===== src/rtl/multimode_counter_param.sv =====
// multimode_counter_param
//   WIDTH-bit modulo counter with up / down / bounce / hold modes,
//   synchronous clear and load, a programmable prescaler and a
//   registered terminal-count pulse with a sticky overflow flag.
//
//   Optional feature: define MMC_GRAY_EN to add the combinational
//   count_gray output (Gray code of the count register).
//
// Ports
//   clk        : clock, all state on the rising edge
//   rst_n      : asynchronous active-low reset
//   ena        : global enable; 0 freezes all state, clear/load ignored
//   mode       : 00 up, 01 down, 10 bounce, 11 hold
//   clear      : synchronous clear (highest priority)
//   load       : synchronous load of load_val
//   load_val   : load value, not clamped to limit
//   limit      : maximum count (modulus - 1)
//   prescale   : step once every prescale+1 enabled cycles
//   count      : current count (registered)
//   tc         : terminal-count pulse (registered)
//   dir        : current direction, 1 = up (registered)
//   ovf        : sticky overflow, set with tc (registered)
//   count_gray : Gray-coded count (MMC_GRAY_EN only, combinational)
module multimode_counter_param #(
    parameter int unsigned WIDTH      = 8,
    parameter int unsigned PRESCALE_W = 4
) (
    input  logic                  clk,
    input  logic                  rst_n,
    input  logic                  ena,
    input  logic [1:0]            mode,
    input  logic                  clear,
    input  logic                  load,
    input  logic [WIDTH-1:0]      load_val,
    input  logic [WIDTH-1:0]      limit,
    input  logic [PRESCALE_W-1:0] prescale,
    output logic [WIDTH-1:0]      count,
    output logic                  tc,
    output logic                  dir,
    output logic                  ovf
`ifdef MMC_GRAY_EN
    ,
    output logic [WIDTH-1:0]      count_gray
`endif
);

    localparam logic [1:0] MODE_UP     = 2'b00;
    localparam logic [1:0] MODE_DOWN   = 2'b01;
    localparam logic [1:0] MODE_BOUNCE = 2'b10;
    localparam logic [1:0] MODE_HOLD   = 2'b11;

    logic [PRESCALE_W-1:0] presc;
    logic [PRESCALE_W-1:0] presc_nxt;
    logic [WIDTH-1:0]      count_nxt;
    logic                  tc_nxt;
    logic                  dir_nxt;
    logic                  ovf_nxt;
    logic                  wrap;

    // Next-state: clear > load > prescaled step; everything frozen when !ena
    always_comb begin
        count_nxt = count;
        presc_nxt = presc;
        tc_nxt    = tc;
        dir_nxt   = dir;
        ovf_nxt   = ovf;
        wrap      = 1'b0;

        if (ena) begin
            tc_nxt = 1'b0;
            if (clear) begin
                count_nxt = '0;
                presc_nxt = '0;
                dir_nxt   = 1'b1;
                ovf_nxt   = 1'b0;
            end else if (load) begin
                count_nxt = load_val;
                presc_nxt = '0;
            end else if (mode != MODE_HOLD) begin
                if (presc == prescale) begin
                    presc_nxt = '0;
                    case (mode)
                        MODE_UP: begin
                            dir_nxt = 1'b1;
                            // >= so a loaded value above limit wraps at once
                            if (count >= limit) begin
                                count_nxt = '0;
                                wrap      = 1'b1;
                            end else begin
                                count_nxt = count + WIDTH'(1);
                            end
                        end
                        MODE_DOWN: begin
                            dir_nxt = 1'b0;
                            if (count == '0) begin
                                count_nxt = limit;
                                wrap      = 1'b1;
                            end else begin
                                count_nxt = count - WIDTH'(1);
                            end
                        end
                        default: begin
                            // Bounce; limit==0 pins the count and just flips dir
                            if (limit == '0) begin
                                count_nxt = '0;
                                dir_nxt   = ~dir;
                                wrap      = 1'b1;
                            end else if (dir && (count >= limit)) begin
                                count_nxt = limit - WIDTH'(1);
                                dir_nxt   = 1'b0;
                                wrap      = 1'b1;
                            end else if (!dir && (count == '0)) begin
                                count_nxt = WIDTH'(1);
                                dir_nxt   = 1'b1;
                                wrap      = 1'b1;
                            end else if (dir) begin
                                count_nxt = count + WIDTH'(1);
                            end else begin
                                count_nxt = count - WIDTH'(1);
                            end
                        end
                    endcase
                end else begin
                    presc_nxt = presc + PRESCALE_W'(1);
                end
            end

            if (wrap) begin
                tc_nxt  = 1'b1;
                ovf_nxt = 1'b1;
            end
        end
    end

    // State registers
    always_ff @(posedge clk or negedge rst_n) begin
        if (!rst_n) begin
            count <= '0;
            presc <= '0;
            tc    <= 1'b0;
            dir   <= 1'b1;
            ovf   <= 1'b0;
        end else begin
            count <= count_nxt;
            presc <= presc_nxt;
            tc    <= tc_nxt;
            dir   <= dir_nxt;
            ovf   <= ovf_nxt;
        end
    end

`ifdef MMC_GRAY_EN
    // Gray view of the registered count
    assign count_gray = count ^ (count >> 1);
`endif

endmodule


===== config.mk =====
export PLATFORM = sky130hd
export DESIGN_NAME = multimode_counter_param
export DESIGN_NICKNAME = d
export VERILOG_FILES = /design/src/rtl/multimode_counter_param.sv
export SDC_FILE = /design/constraint.sdc
export NUM_CORES = 1
export LEC_CHECK = 0
export BUFFER_PORTS_ARGS = -buffer_cell sky130_fd_sc_hd__buf_2
export CAP_MARGIN = 20
export CELL_PAD_IN_SITES_DETAIL_PLACEMENT = 0
export CELL_PAD_IN_SITES_GLOBAL_PLACEMENT = 1
export CORE_UTILIZATION = 42
export CTS_BUF_LIST = sky130_fd_sc_hd__clkbuf_4 sky130_fd_sc_hd__clkbuf_8
export DETAILED_ROUTE_END_ITERATION = 8
export GPL_TIMING_DRIVEN = 0
export PLACE_DENSITY_LB_ADDON = 0.1
export SYNTH_ARGS = -nofsm -noshare
export SYNTH_HDL_FRONTEND = slang
export SYNTH_SLANG_ARGS = --single-unit

===== constraint.sdc =====
create_clock -name clk -period 3.1 [get_ports clk]
set_clock_uncertainty 0.1 [all_clocks]
set_input_delay 0 -clock clk [delete_from_list [all_inputs] [get_ports clk]]
set_output_delay 0 -clock clk [all_outputs]
set_load 0.01 [all_outputs]

Word level (Yosys, flattened, before mapping)
Cells that the tools add are included.
Widths: inputs -> output; s select.
Operators by class
  eq/ne operators: 4
  muxes and demuxes: 37
  order comparisons: 1
  reduce and logical (&&, ||, !) cells: 16
  $add $sub $neg: 4
  bitwise logic cells: 1
Operators by type and width (number)
  $mux 8: 10
  $mux 1: 20
  $logic_not 8->1: 2
  $mux 4: 4
  $pmux 8 s2: 1
  $sub 8x1->8 const B: 2
  $add 8x1->8 const B: 1
  $ge 8x8->1: 1
  $reduce_bool 2->1: 3
  $reduce_bool 3->1: 2
  $reduce_bool 6->1: 1
  $reduce_and 5->1: 1
  $add 4x1->4 const B: 1
  $eq 4x4->1: 1
  $ne 2x2->1 const B: 2
  $pmux 1 s2: 2
  $reduce_and 2->1: 2
  $reduce_and 3->1: 1
  $eq 2x1->1 const B: 1
  $logic_and 1x1->1: 2
  $logic_not 2->1: 1
  $logic_not 1->1: 1
  $not 1->1: 1
Word-level totals
  input port bits: 27
  flip-flop bits (word level): 15

Depth between registers and ports, before layout
  word-level depth: 13
  mapped depth: 10
  depth with buffers taken out: 8

Worst setup path after synthesis
Ideal clock, no wire load.
  kind: register to register
  from: reg count[0]
  to: reg count[5]
  cell stages (with the launch flop): 11
  required time: 2890 ps
  arrival: 2647 ps
  path buffers: 2
  library setup time: 110 ps
  path slack: 243 ps
  period minus slack after synthesis: 2857 ps
  cell sequence: dfrtp_1 > clkbuf_1 > inv_1 > ha_1 > nand2b_1 > a2111o_1 > a31o_1 > clkbuf_1 > o311a_1 > o311a_1 > o41ai_1
On the way
  cells in the longest elaborated chain, start to end: 10
  elaborated cells between the ends (all ways): 17
Ends and longest elaborated chain
  start, declared: RTL line 37  | output logic [WIDTH-1:0] count,
  start signal, assigned: RTL line 144  | count <= count_nxt;
  $sub 8x1->8, or another cell as far along: RTL line 99, 119
  $mux 8 / $logic_and 1x1->1 (equally long branches): RTL line 116, 112
  $mux 8: RTL line 112  | end else if (!dir && (count == '0)) begin
  $mux 8: RTL line 108  | end else if (dir && (count >= limit)) begin
  $mux 8: RTL line 104  | if (limit == '0) begin
  $pmux 8 s2 (*): RTL line 82  | case (mode)
  $mux 8 (*): RTL line 80  | if (presc == prescale) begin
  $mux 8 (*): RTL line 79  | end else if (mode != MODE_HOLD) begin
  $mux 8 (*): RTL line 76  | end else if (load) begin
  $mux 8 (*): RTL line 71  | if (clear) begin
Every way passes the cells marked *; elsewhere a longest branch is shown, timed or not. The select of a mux whose other input is x is not followed.
A chain may end at the register's enable or synchronous reset.

Worst setup path after layout
Same ends and word-level chain as after synthesis.

==> metrics.md <==
| Metric | Value |
|---|---|
| Post-route ant nets | `0` |
| Area of the multi-input gates | `0.00146 mm^2` |
| Clk root buf | `clkbuf_8` |
| GRT overflow | `0` |
| I/O Buffers | `35` |
| Cells after Synth | `264` |
| CTS Buffer Depth | `2` |
| WL final | `6100 um` |
| Number of synthesized flops with an enable pin | `0` |
| Vias in the first global route | `2,017` |
| Antenna violations before repair | `0` |
| Syn_nets | `305` |
| WL/cell | `16.9 um` |
| # Max-Cap Violations | `0` |
| H-tree Lvls | `1` |
| #FFs+latches synth | `15` |
| Largest net degree at the start of global routing | `16` |
| DR DRC count | `1` |
| DPL Wire Length | `4730 um` |
| Hold WC Path Type | `in2reg` |
| Filler cells | `444` |
| Pins over their slew limit | `0` |
| Pre-CTS WS | `-0.360 ns` |
| Met3 wire length | `313 um` |
| DR top layer | `met4` |
| TritonCTS Buffers | `3` |
| Synth Area per Inst | `7.42 um^2` |
| Slew @ Worst Pin | `about 0.7 ns` |
| Met2 wire length | `2740 um` |
| Hold WS | `-0.00252 ns` |
| Worst skew pair latency | `0.25 ns` |
| Commonest non-fill, non-tap cell in the layout | `buf_2` |
| CTS tree | `built` |
| Via density | `5.94` |
| TNS Setup | `0 ns` |
| Crit Path Max Fanout | `9` |
| Internal power | `465 uW` |
| Crit path launch type | `register` |
| Via count | `2,152` |
| CORE AREA | `0.00441 mm^2` |
| Cell area after synthesis | `0.00196 mm^2` |
| Sequential share of the synthesized area | `0.192` |
| Worst setup EP type | `register` |
| NetSw | `323 uW` |
| Status | `finished with violations` |
| Synth Warn # | `0` |
| WS Path Type | `reg2reg` |
| Most used DFF post-synth | `dfrtp_1` |
| Fin nets | `352` |
| Net Sw Frac | `0.410` |
| WL met1 | `~3000 um` |
| DIE WIDTH | `70.3 um` |
| Slew headroom | `0.528` |
| Placer Congestion | `0.891` |
| Fin. Hold Viols | `2` |
| Comb pwr share | `0.482` |
| Ys async rst share | `1.00` |
| Final Core Density | `0.528` |
| Clk sink count | `15` |
| Clock transition at path regs | `0.07 ns` |
| Area growth, synth to finish | `19.1%` |
| Final worst path period need | `roughly 3.0 ns` |
| Power density over the cells | `338 mW/mm^2` |
| # IOs | `38` |
| Initial Utilization | `0.444` |
| Total GRT Usage | `0.261` |
| LEAKAGE | `between 0.001 and 0.0015 uW` |
| Tcrit/Tclk final | `0.972` |
| Final worst slack | `0.0854 ns` |
| First-pass GRT wire length | `10,200 um` |
| Fmax | `0.332 GHz` |
| Worst Path Required | `roughly 3.1 ns` |
| Die ar. | `0.00494 mm^2` |
| Post-synth cell types | `55` |
| Clock Power Share | `0.217` |
| DRT Pass-1 Iters | `6` |
| FF+latch area | `378 um^2` |
| FP Rows | `24` |
| Sequential cell fraction of total power | `0.301` |
| Share of layout cells above drive strength 1 | `0.184` |
| RSZ-0062 raised after global routing | `false` |
| N_diodes | `0` |
| Failing checks | `DRC, hold timing` |
| Most frequent cells in the layout | `buf_2, nand2_1, nor2_1` |
| Chip height | `~70 um` |
| Worst endpoint data arrival time | `roughly 3 ns` |
| DR iter-0 viols | `between 150 and 200` |
| Final setup fails | `0` |
| Max IR drop VDD | `0.201 mV` |
## flip-flops by register name, indices dropped and copies added, names as in the netlist
name / flops
tc: 1
count: 8
presc: 4
dir: 1
ovf: 1
## synth_stat cells, drive strengths merged (5+ instances only)
library cell	n	area, um^2
xor2	11	96.3
a21oi	20	100
o41ai	5	51.3
nor2	21	78.8
inv	18	67.6
o31ai	7	52.6
clkbuf	12	45.0
nand3	10	50.1
dfrtp	14	350
nand2	30	113
o21ai	18	90.1
nand2b	6	37.5
mux2i	5	50.1
ha	14	175
xnor2	8	70.1
## logic make-up (layout without fill, tap and decap cells)
| logic type | after synthesis | in the layout | synth area share |
|---|---|---|---|
| xor+xnor | 19 | 19 | 0.0850 |
| mux | 5 | 5 | 0.0256 |
| fa+ha+maj | 14 | 14 | 0.0895 |
| flops | 15 | 15 | 0.192 |
| buf+inv | 33 | 79 | 0.0716 |
| simple gates | 94 | 94 | 0.235 |
| compound gates | 84 | 84 | 0.301 |
## through the flow
| stage | instances | area [um^2] | total power [uW] |
|---|---|---|---|
| after floorplan | 264 | 1960 | 483 |
| after global placement | 351 | 2200 | 594 |
| after detailed placement | 351 | 2200 | 596 |
| after CTS | 358 | 2290 | 774 |
| after global routing | 362 | 2330 | 849 |
| final | 362 | 2330 | 788 |
## repair_timing
item	in CTS	in global routing
endpoints found under the hold margin	18	0
resized for setup	2	2
setup buffers	0	4
setup endpoints to repair	11	2
hold buffers	4	0
## final timing paths
| kind | end | cells past startpoint | slack, ns | start |
|---|---|---|---|---|
| max | count[5]$_DFFE_PN0P_ | 9 | 0.09 | count[0]$_DFFE_PN0P_ |
| min | count[4]$_DFFE_PN0P_ | 5 | -0.003 | load_val[4] |
| max reg2reg | count[5]$_DFFE_PN0P_ | 9 | 0.09 | count[0]$_DFFE_PN0P_ |
| min reg2reg | presc[3]$_DFFE_PN0P_ | 1 | 0.40 | presc[3]$_DFFE_PN0P_ |
| max in group asynchronous | dir$_DFFE_PN1P_ | 2 | 2.50 | rst_n |
| min in group asynchronous | count[4]$_DFFE_PN0P_ | 2 | 0.09 | rst_n |
## power by group through the flow
| stage | Sequential, uW | Clock [uW] | Combinational, uW |
|---|---|---|---|
| 6_report | 238 | 171 | 380 |
| 5_1_grt | 239 | 187 | 422 |
| 4_1_cts | 238 | 175 | 360 |
| 3_5_place_dp | 237 | 0 | 359 |
| 3_3_place_gp | 236 | 0 | 358 |
| 2_1_floorplan | 234 | 0 | 249 |
## layer usage
layer,up-vias,track usage
met5,-,0
met1,1013,0.390
met3,6,0.0433
met4,0,0.0422
met2,64,0.394
li1,1069,-
## critical path, stage by stage (launching register included)
cell	delay [ns]
dfrtp_2	0.48
clkinvlp_4	0.20
ha_1	0.30
nand2b_1	0.14
a2111o_1	0.48
a31o_1	0.20
clkbuf_1	0.23
o311a_1	0.41
o311a_1	0.29
o41ai_1	0.06
## area by class of cell
type / instances / area share
buffer: 14 / 0.0295
clock buffer: 4 / 0.0209
inverter: 18 / 0.0306
multi-input combinational: 216 / 0.624
sequential: 15 / 0.162
tap: 52 / 0.0279
timing repair buffer: 43 / 0.105
Power figures use the tool's default switching activity.
